<file path="src/rtl/conv_ctrl_param.sv">
`default_nettype none
// +----------------------------------------------------------------------------+
// | conv_ctrl_param: sequencer for a parameterised convolution filter bank.    |
// |   Filter load, row fill, per-window MAC, write-back and row shift.         |
// | Rev 1.0                                                                    |
// +----------------------------------------------------------------------------+
module conv_ctrl_param #(
    parameter int FILT_ROWS = 4,
    parameter int NUM_FILT  = 2,
    parameter int ROW_W     = (FILT_ROWS > 1) ? $clog2(FILT_ROWS) : 1,
    parameter int FILT_W    = (NUM_FILT > 1) ? $clog2(NUM_FILT) : 1
) (
    input  logic              clk,
    input  logic              rst_n,
    input  logic              start,
    input  logic              mem_ready,
    input  logic              filt_cout,
    input  logic              input_j_cout,
    input  logic              calc_done,
    input  logic              write_mem_cout,
    input  logic              table_cout,
    input  logic              it_ends,
    output logic              busy,
    output logic              done,
    output logic              base_ld,
    output logic              in_rewind,
    output logic              out_base_en,
    output logic              mem_rd,
    output logic              mem_wr,
    output logic [1:0]        mem_in_sel,
    output logic              filt_ld,
    output logic              filt_count_en,
    output logic              input_en,
    output logic              input_count_en,
    output logic [ROW_W-1:0]  input_row,
    output logic              tab_count_ld,
    output logic              table_ld,
    output logic              mac_rst,
    output logic              mac_ld,
    output logic              calc_count_en,
    output logic              write_buf_ld,
    output logic              wr_count_en,
    output logic              win_count_en,
    output logic              shift_en,
    output logic              in_count_en,
    output logic [FILT_W-1:0] filt_idx
);

    typedef enum logic [3:0] {
        S_IDLE      = 4'd0,
        S_INIT      = 4'd1,
        S_LD_FILT   = 4'd2,
        S_LD_ROW    = 4'd3,
        S_SETUP     = 4'd4,
        S_WIN       = 4'd5,
        S_CALC      = 4'd6,
        S_BUF       = 4'd7,
        S_ADV       = 4'd8,
        S_WRITE     = 4'd9,
        S_SHIFT     = 4'd10,
        S_NEXT_FILT = 4'd11,
        S_DONE      = 4'd12
    } state_t;

    localparam logic [ROW_W-1:0]  C_LAST_ROW  = ROW_W'(FILT_ROWS - 1);
    localparam logic [FILT_W-1:0] C_LAST_FILT = FILT_W'(NUM_FILT - 1);

    state_t            state_q, state_d;
    logic [ROW_W-1:0]  row_cnt_q, row_cnt_d;
    logic [FILT_W-1:0] filt_idx_q, filt_idx_d;

    always_comb begin
        state_d        = state_q;
        row_cnt_d      = row_cnt_q;
        filt_idx_d     = filt_idx_q;
        busy           = (state_q != S_IDLE);
        done           = 1'b0;
        base_ld        = 1'b0;
        in_rewind      = 1'b0;
        out_base_en    = 1'b0;
        mem_rd         = 1'b0;
        mem_wr         = 1'b0;
        mem_in_sel     = 2'b00;
        filt_ld        = 1'b0;
        filt_count_en  = 1'b0;
        input_en       = 1'b0;
        input_count_en = 1'b0;
        input_row      = '0;
        tab_count_ld   = 1'b0;
        table_ld       = 1'b0;
        mac_rst        = 1'b0;
        mac_ld         = 1'b0;
        calc_count_en  = 1'b0;
        write_buf_ld   = 1'b0;
        wr_count_en    = 1'b0;
        win_count_en   = 1'b0;
        shift_en       = 1'b0;
        in_count_en    = 1'b0;

        case (state_q)
            S_IDLE: begin
                if (start) state_d = S_INIT;
            end
            S_INIT: begin
                base_ld    = 1'b1;
                row_cnt_d  = '0;
                filt_idx_d = '0;
                state_d    = S_LD_FILT;
            end
            // Memory states: request stays up while stalled, enables follow acceptance.
            S_LD_FILT: begin
                mem_rd        = 1'b1;
                mem_in_sel    = 2'b01;
                filt_ld       = mem_ready;
                filt_count_en = mem_ready;
                if (filt_cout && mem_ready) begin
                    row_cnt_d = '0;
                    state_d   = S_LD_ROW;
                end
            end
            S_LD_ROW: begin
                mem_rd         = 1'b1;
                mem_in_sel     = 2'b00;
                input_row      = row_cnt_q;
                input_en       = mem_ready;
                input_count_en = mem_ready;
                if (input_j_cout && mem_ready) begin
                    if (row_cnt_q == C_LAST_ROW) state_d   = S_SETUP;
                    else                         row_cnt_d = row_cnt_q + 1'b1;
                end
            end
            S_SETUP: begin
                tab_count_ld = 1'b1;
                state_d      = S_WIN;
            end
            S_WIN: begin
                table_ld = 1'b1;
                mac_rst  = 1'b1;
                state_d  = S_CALC;
            end
            S_CALC: begin
                mac_ld        = 1'b1;
                calc_count_en = 1'b1;
                if (calc_done) state_d = S_BUF;
            end
            S_BUF: begin
                write_buf_ld = 1'b1;
                wr_count_en  = 1'b1;
                if (write_mem_cout || it_ends) state_d = S_WRITE;
                else if (table_cout)           state_d = S_SHIFT;
                else                           state_d = S_ADV;
            end
            S_ADV: begin
                win_count_en = 1'b1;
                state_d      = S_WIN;
            end
            S_WRITE: begin
                mem_wr      = 1'b1;
                mem_in_sel  = 2'b10;
                out_base_en = mem_ready;
                if (mem_ready) begin
                    if (it_ends)         state_d = S_NEXT_FILT;
                    else if (table_cout) state_d = S_SHIFT;
                    else                 state_d = S_ADV;
                end
            end
            // Older rows slide up in the buffer; only the bottom row is refetched.
            S_SHIFT: begin
                shift_en    = 1'b1;
                in_count_en = 1'b1;
                table_ld    = 1'b1;
                row_cnt_d   = C_LAST_ROW;
                state_d     = S_LD_ROW;
            end
            S_NEXT_FILT: begin
                if (filt_idx_q == C_LAST_FILT) begin
                    state_d = S_DONE;
                end else begin
                    filt_idx_d = filt_idx_q + 1'b1;
                    in_rewind  = 1'b1;
                    state_d    = S_LD_FILT;
                end
            end
            S_DONE: begin
                done    = 1'b1;
                state_d = S_IDLE;
            end
            default: state_d = S_IDLE;
        endcase
    end

    assign filt_idx = filt_idx_q;

    always_ff @(posedge clk or negedge rst_n) begin
        if (!rst_n) begin
            state_q    <= S_IDLE;
            row_cnt_q  <= '0;
            filt_idx_q <= '0;
        end else begin
            state_q    <= state_d;
            row_cnt_q  <= row_cnt_d;
            filt_idx_q <= filt_idx_d;
        end
    end

endmodule
`default_nettype wire

</file>
<file path="config.mk">
export PLATFORM = sky130hd
export DESIGN_NAME = conv_ctrl_param
export DESIGN_NICKNAME = d
export VERILOG_FILES = /design/src/rtl/conv_ctrl_param.sv
export SDC_FILE = /design/constraint.sdc
export NUM_CORES = 1
export LEC_CHECK = 0
export CORE_MARGIN = 3
export CORE_UTILIZATION = 29
export DETAILED_ROUTE_END_ITERATION = 8
export MAX_ROUTING_LAYER = met4
export SLEW_MARGIN = 20
export SYNTH_ARGS = -nofsm -noshare
export SYNTH_HDL_FRONTEND = slang
export SYNTH_SLANG_ARGS = --single-unit
</file>
<file path="constraint.sdc">
create_clock -name clk -period 3.21 [get_ports clk]
set_input_delay 0.8025 -clock clk [delete_from_list [all_inputs] [get_ports clk]]
set_output_delay 0.8025 -clock clk [all_outputs]
set_load 0.1 [all_outputs]
</file>
Yosys cells after proc, flatten, opt, wreduce, memory -nomap -nowiden
Index checks and enable logic that the tools add are counted.
{"block": "word_totals", "input_bits": 10, "elab_cells": 72, "register_bits": 7, "output_inout_bits": 26}
{"block": "op_classes", "mux": 35, "addsub": 2, "n_reduce_logical": 12, "n_eq_ne": 20}
{"op": "$pmux 4 s11", "n": 1}
{"op": "$mux 4", "n": 8}
{"op": "$eq 4x4->1 const B", "n": 5}
{"op": "$mux 1", "n": 17}
{"op": "$eq 4x3->1 const B", "n": 4}
{"op": "$ne 2x2->1 const B", "n": 7}
{"op": "$mux 2", "n": 6}
{"op": "$eq 4x2->1 const B", "n": 2}
{"op": "$pmux 2 s4", "n": 1}
{"op": "$reduce_bool 4->1", "n": 2}
{"op": "$reduce_and 6->1", "n": 1}
{"op": "$reduce_or 2->1", "n": 3}
{"op": "$eq 4x1->1 const B", "n": 1}
{"op": "$logic_not 4->1", "n": 1}
{"op": "$pmux 2 s2", "n": 1}
{"op": "$reduce_and 4->1", "n": 1}
{"op": "$add 2x1->2 const B", "n": 1}
{"op": "$eq 2x2->1 const B", "n": 1}
{"op": "$logic_and 1x1->1", "n": 2}
{"op": "$pmux 1 s2", "n": 1}
{"op": "$reduce_bool 2->1", "n": 1}
{"op": "$add 1x1->1 const B", "n": 1}
{"op": "$logic_or 1x1->1", "n": 1}

Longest topological paths before layout
{"block": "depth", "depth_word": 4, "ltp_mapped": 6, "depth_no_buf": 5}

Least setup slack after synthesis
No wires, ideal clock.
{"block": "synth_timing", "kind": "register to output", "from": "register state_q[3]", "to": "output filt_ld", "path_stages_with_launch": 5, "required_time_ns": 2.408, "n_path_buf": 2, "slack_ns": -0.638, "arrival_time_ns": 3.045, "cell_sequence": "dfrtp_1 buf_2 nor4b_4 and2_1 buf_4"}
{"block": "synth_via", "elab_chain_len": 2}
{"item": "start, declared", "line_no": "68", "rtl": "state_t state_q, state_d;"}
{"item": "start signal, assigned", "line_no": "200", "rtl": "state_q <= state_d;"}
{"item": "$eq 4x2->1"}
{"item": "$mux 1"}
{"item": "end, declared", "line_no": "31", "rtl": "output logic filt_ld,"}
Every way passes these cells.

Worst setup path in the final report
{"block": "layout_timing", "from": "input mem_ready", "to": "output out_base_en"}
{"block": "layout_via", "elab_chain_len": 1}
{"item": "start, declared", "line_no": "16", "rtl": "input logic mem_ready,"}
{"item": "$mux 1", "line_no": "100", "rtl": "case (state_q)"}
{"item": "end, declared", "line_no": "27", "rtl": "output logic out_base_en,"}
Every way passes these cells.

==> flow_summary_export.csv <==
group,metric,value,unit
setup_path,start_kind,"input port",
clock_network,clock_latency,0.24,ns
die,fp.coreArea,2320,µm²
setup_path,end_kind,"output port",
synth,synth_cell_types,33,
synth,synth_edf_count,0,
clock_network,cts_buffers,3,
synth,synthTopCellsByCount,"nand2_1, nor2_1, nor3_1",
drt,drt-pass1-iter-count,4,
global_routing,grt_use_total,0.124,
global_routing,grt_max_degree,21,
drt,dr.first_iter.drc_count,20,
hold_path,hold_path_depth,2,
outcome,outcome,"completed",
global_routing,antenna_found_initial,0,
clock_network,cts_resized,0,
drt,ant_nets,0,
sta,setup_violations,0,
clock_network,htreeDepth,1,
die,start_util,0.319,
die,die_width,56.5,µm
synth,synth_area,739,µm²
hold_path,hp-start,"row_cnt_q[0]$_DFFE_PN0P_",
synth,syn_nets,109,
placement,numPortBuffers,35,
sta,whs,0.614,ns
clock_network,cts.clk_slew.worst_paths,0.05,ns
global_routing,grt_pass1_vias,727,
clock_network,cts_tree,"done",
cells_and_area,multi_input_area,474,µm²
drt,dr_wl_met3,63,µm
setup_path,r2r-start,"state_q[3]$_DFFE_PN0P_",
drt,drc,0,
cells_and_area,final_core_util,0.465,
setup_path,crit_type,"in2out",
cells_and_area,register_area,175,µm²
sta,period_minus_slack,2.79,ns
cells_and_area,drive_gt1_frac,0.309,
sta,rsz0062_at_grt,"false",
drt,viasPerCell,5.11,
clock_network,cts_setup_buffers,0,
synth,synth_ff_type,"dfrtp_1",
placement,globalplace.congestion,0.746,
drt,via_count,772,
setup_path,r2r-end,"state_q[1]$_DFFE_PN0P_",
synth,yosys-top-cells-area,"dfrtp_1, buf_4, nor3_1",
drt,post_drt_wl_per_cell,12.9,µm
hold_path,hp-class,"reg2reg",
sta,fmax,358,MHz
drt,routed_wirelength,1.95,mm
sta,fin_crit_sh,0.870,
cells_and_area,diodes,0,
sta,maxSlewHeadroom,0.588,
setup_path,ff2ff_setup_slack,1.36,ns
sta,skew,0.00201,ns
synth,synth-async-reset-ratio,1.00,
die,io_pins,36,
clock_network,cts_sinks,7,
clock_network,cts_buffer_depth,2,
hold_path,min_to,"row_cnt_q[0]$_DFFE_PN0P_",
synth,synth_seq_area_share,0.237,
setup_path,cp.arrival,1.99,ns
setup_path,reg2reg_depth,4,
synth,synth.ff_latch_count,7,
global_routing,grt_overflow,0,
setup_path,cp_max_fo,5,
cells_and_area,fillers,230,
synth,ys_warn_count,0,
cells_and_area,syn2layout_area_growth,45.7,%
drt,wl_met2,1.04,mm
die,die_h,56.5,µm
global_routing,grt_pass1_wl,3.23,mm
sta,finalHoldViolations,0,
sta,slew_viol_final,0,
sta,worst_pin_slew,0.618,ns
cells_and_area,nNetsFinal,135,
drt,top_layer,"met4",
synth,synth_top_cell_area_share,0.237,
synth,synthCells,98,
placement,dp_hpwl,1.57,mm
clock_network,cts_root_buf,"clkbuf_4",
setup_path,crit_required,2.41,ns
synth,synth_top_area_cell,"dfrtp_1",
die,row_count,17,
run,cap_violations,0,
die,dieArea,3190,µm²
drt,m1WireLength,829,µm
synth,avgSynthCellArea,7.55,µm²
clock_network,hold_buffers,0,
-- how the worst max path moves through the flow --
| stage | depth (start not counted) | start | slack (ns) | endpoint |
|---|---|---|---|---|
| finish | 4 | mem_ready | 0.42 | out_base_en |
| global placement | 4 | mem_ready | 0.43 | out_base_en |
| global route | 4 | mem_ready | 0.33 | out_base_en |
| CTS | 4 | mem_ready | 0.42 | out_base_en |
| floorplan | 4 | state_q[1]$_DFFE_PN0P_ | -0.56 | mem_rd |
| detailed placement | 4 | mem_ready | 0.41 | out_base_en |
-- state kept, by name, indices dropped and copies added (netlist names) --
signal,count
state_q,4
row_cnt_q,2
filt_idx,1
-- layout make-up --
cell class / instances / area share
repair buffers: 35 / 0.323
inverters: 5 / 0.0174
flip-flops and latches: 7 / 0.163
clock buffers: 4 / 0.0244
multi-input cells: 72 / 0.440
well taps: 28 / 0.0325
-- worst max-delay path, stage by stage --
cell and delay [ns]:
clkdlybuf4s50_1 0.53, inv_1 0.09, nor3_1 0.34, buf_12 0.22
-- per-stage QoR --
stage               setup slack, ns  cells  area [µm²]  setup TNS, ns
finish                        0.418    151        1080              0
global route                  0.334    151        1080              0
CTS                           0.417    151        1080              0
detailed placement            0.413    147        1050              0
global placement              0.432    147        1050              0
floorplan                    -0.557     98         751          -3.64
-- cells by family (layout without fill, tap and decap cells) --
family	Yosys count	after routing	share of synthesized area
fa+ha+maj	1	1	0.0169
compound gates	26	26	0.262
mux	1	1	0.0135
simple gates	44	44	0.333
flops	7	7	0.237
buf+inv	19	44	0.137
-- metal layers --
metal,GRT usage,vias to the layer above
met5,-,-
met4,0.0407,0
met3,0.0115,2
met2,0.203,18
met1,0.161,358
li1,-,394
-- cell usage in the layout, fill, tap and decap left out, drive strengths merged --
master         count
a211oi             2
a21o               1
a21oi              7
a22oi              1
a31oi              3
a41oi              2
and2               4
and4bb             1
buf               26
clkbuf             4
clkdlybuf4s50      9
dfrtp              7
ha                 1
inv                5
mux2i              1
nand2             10
nand2b             3
nand4              1
nor2              10
nor2b              2
nor3               8
nor3b              3
nor4b              1
o211ai             1
o21ai              4
o22a               2
o2bb2ai            1
o311ai             1
o32ai              1
or3                1
Power is not shown: default switching activity piles up to over one toggle a cycle in this logic, so the estimate is an artifact.
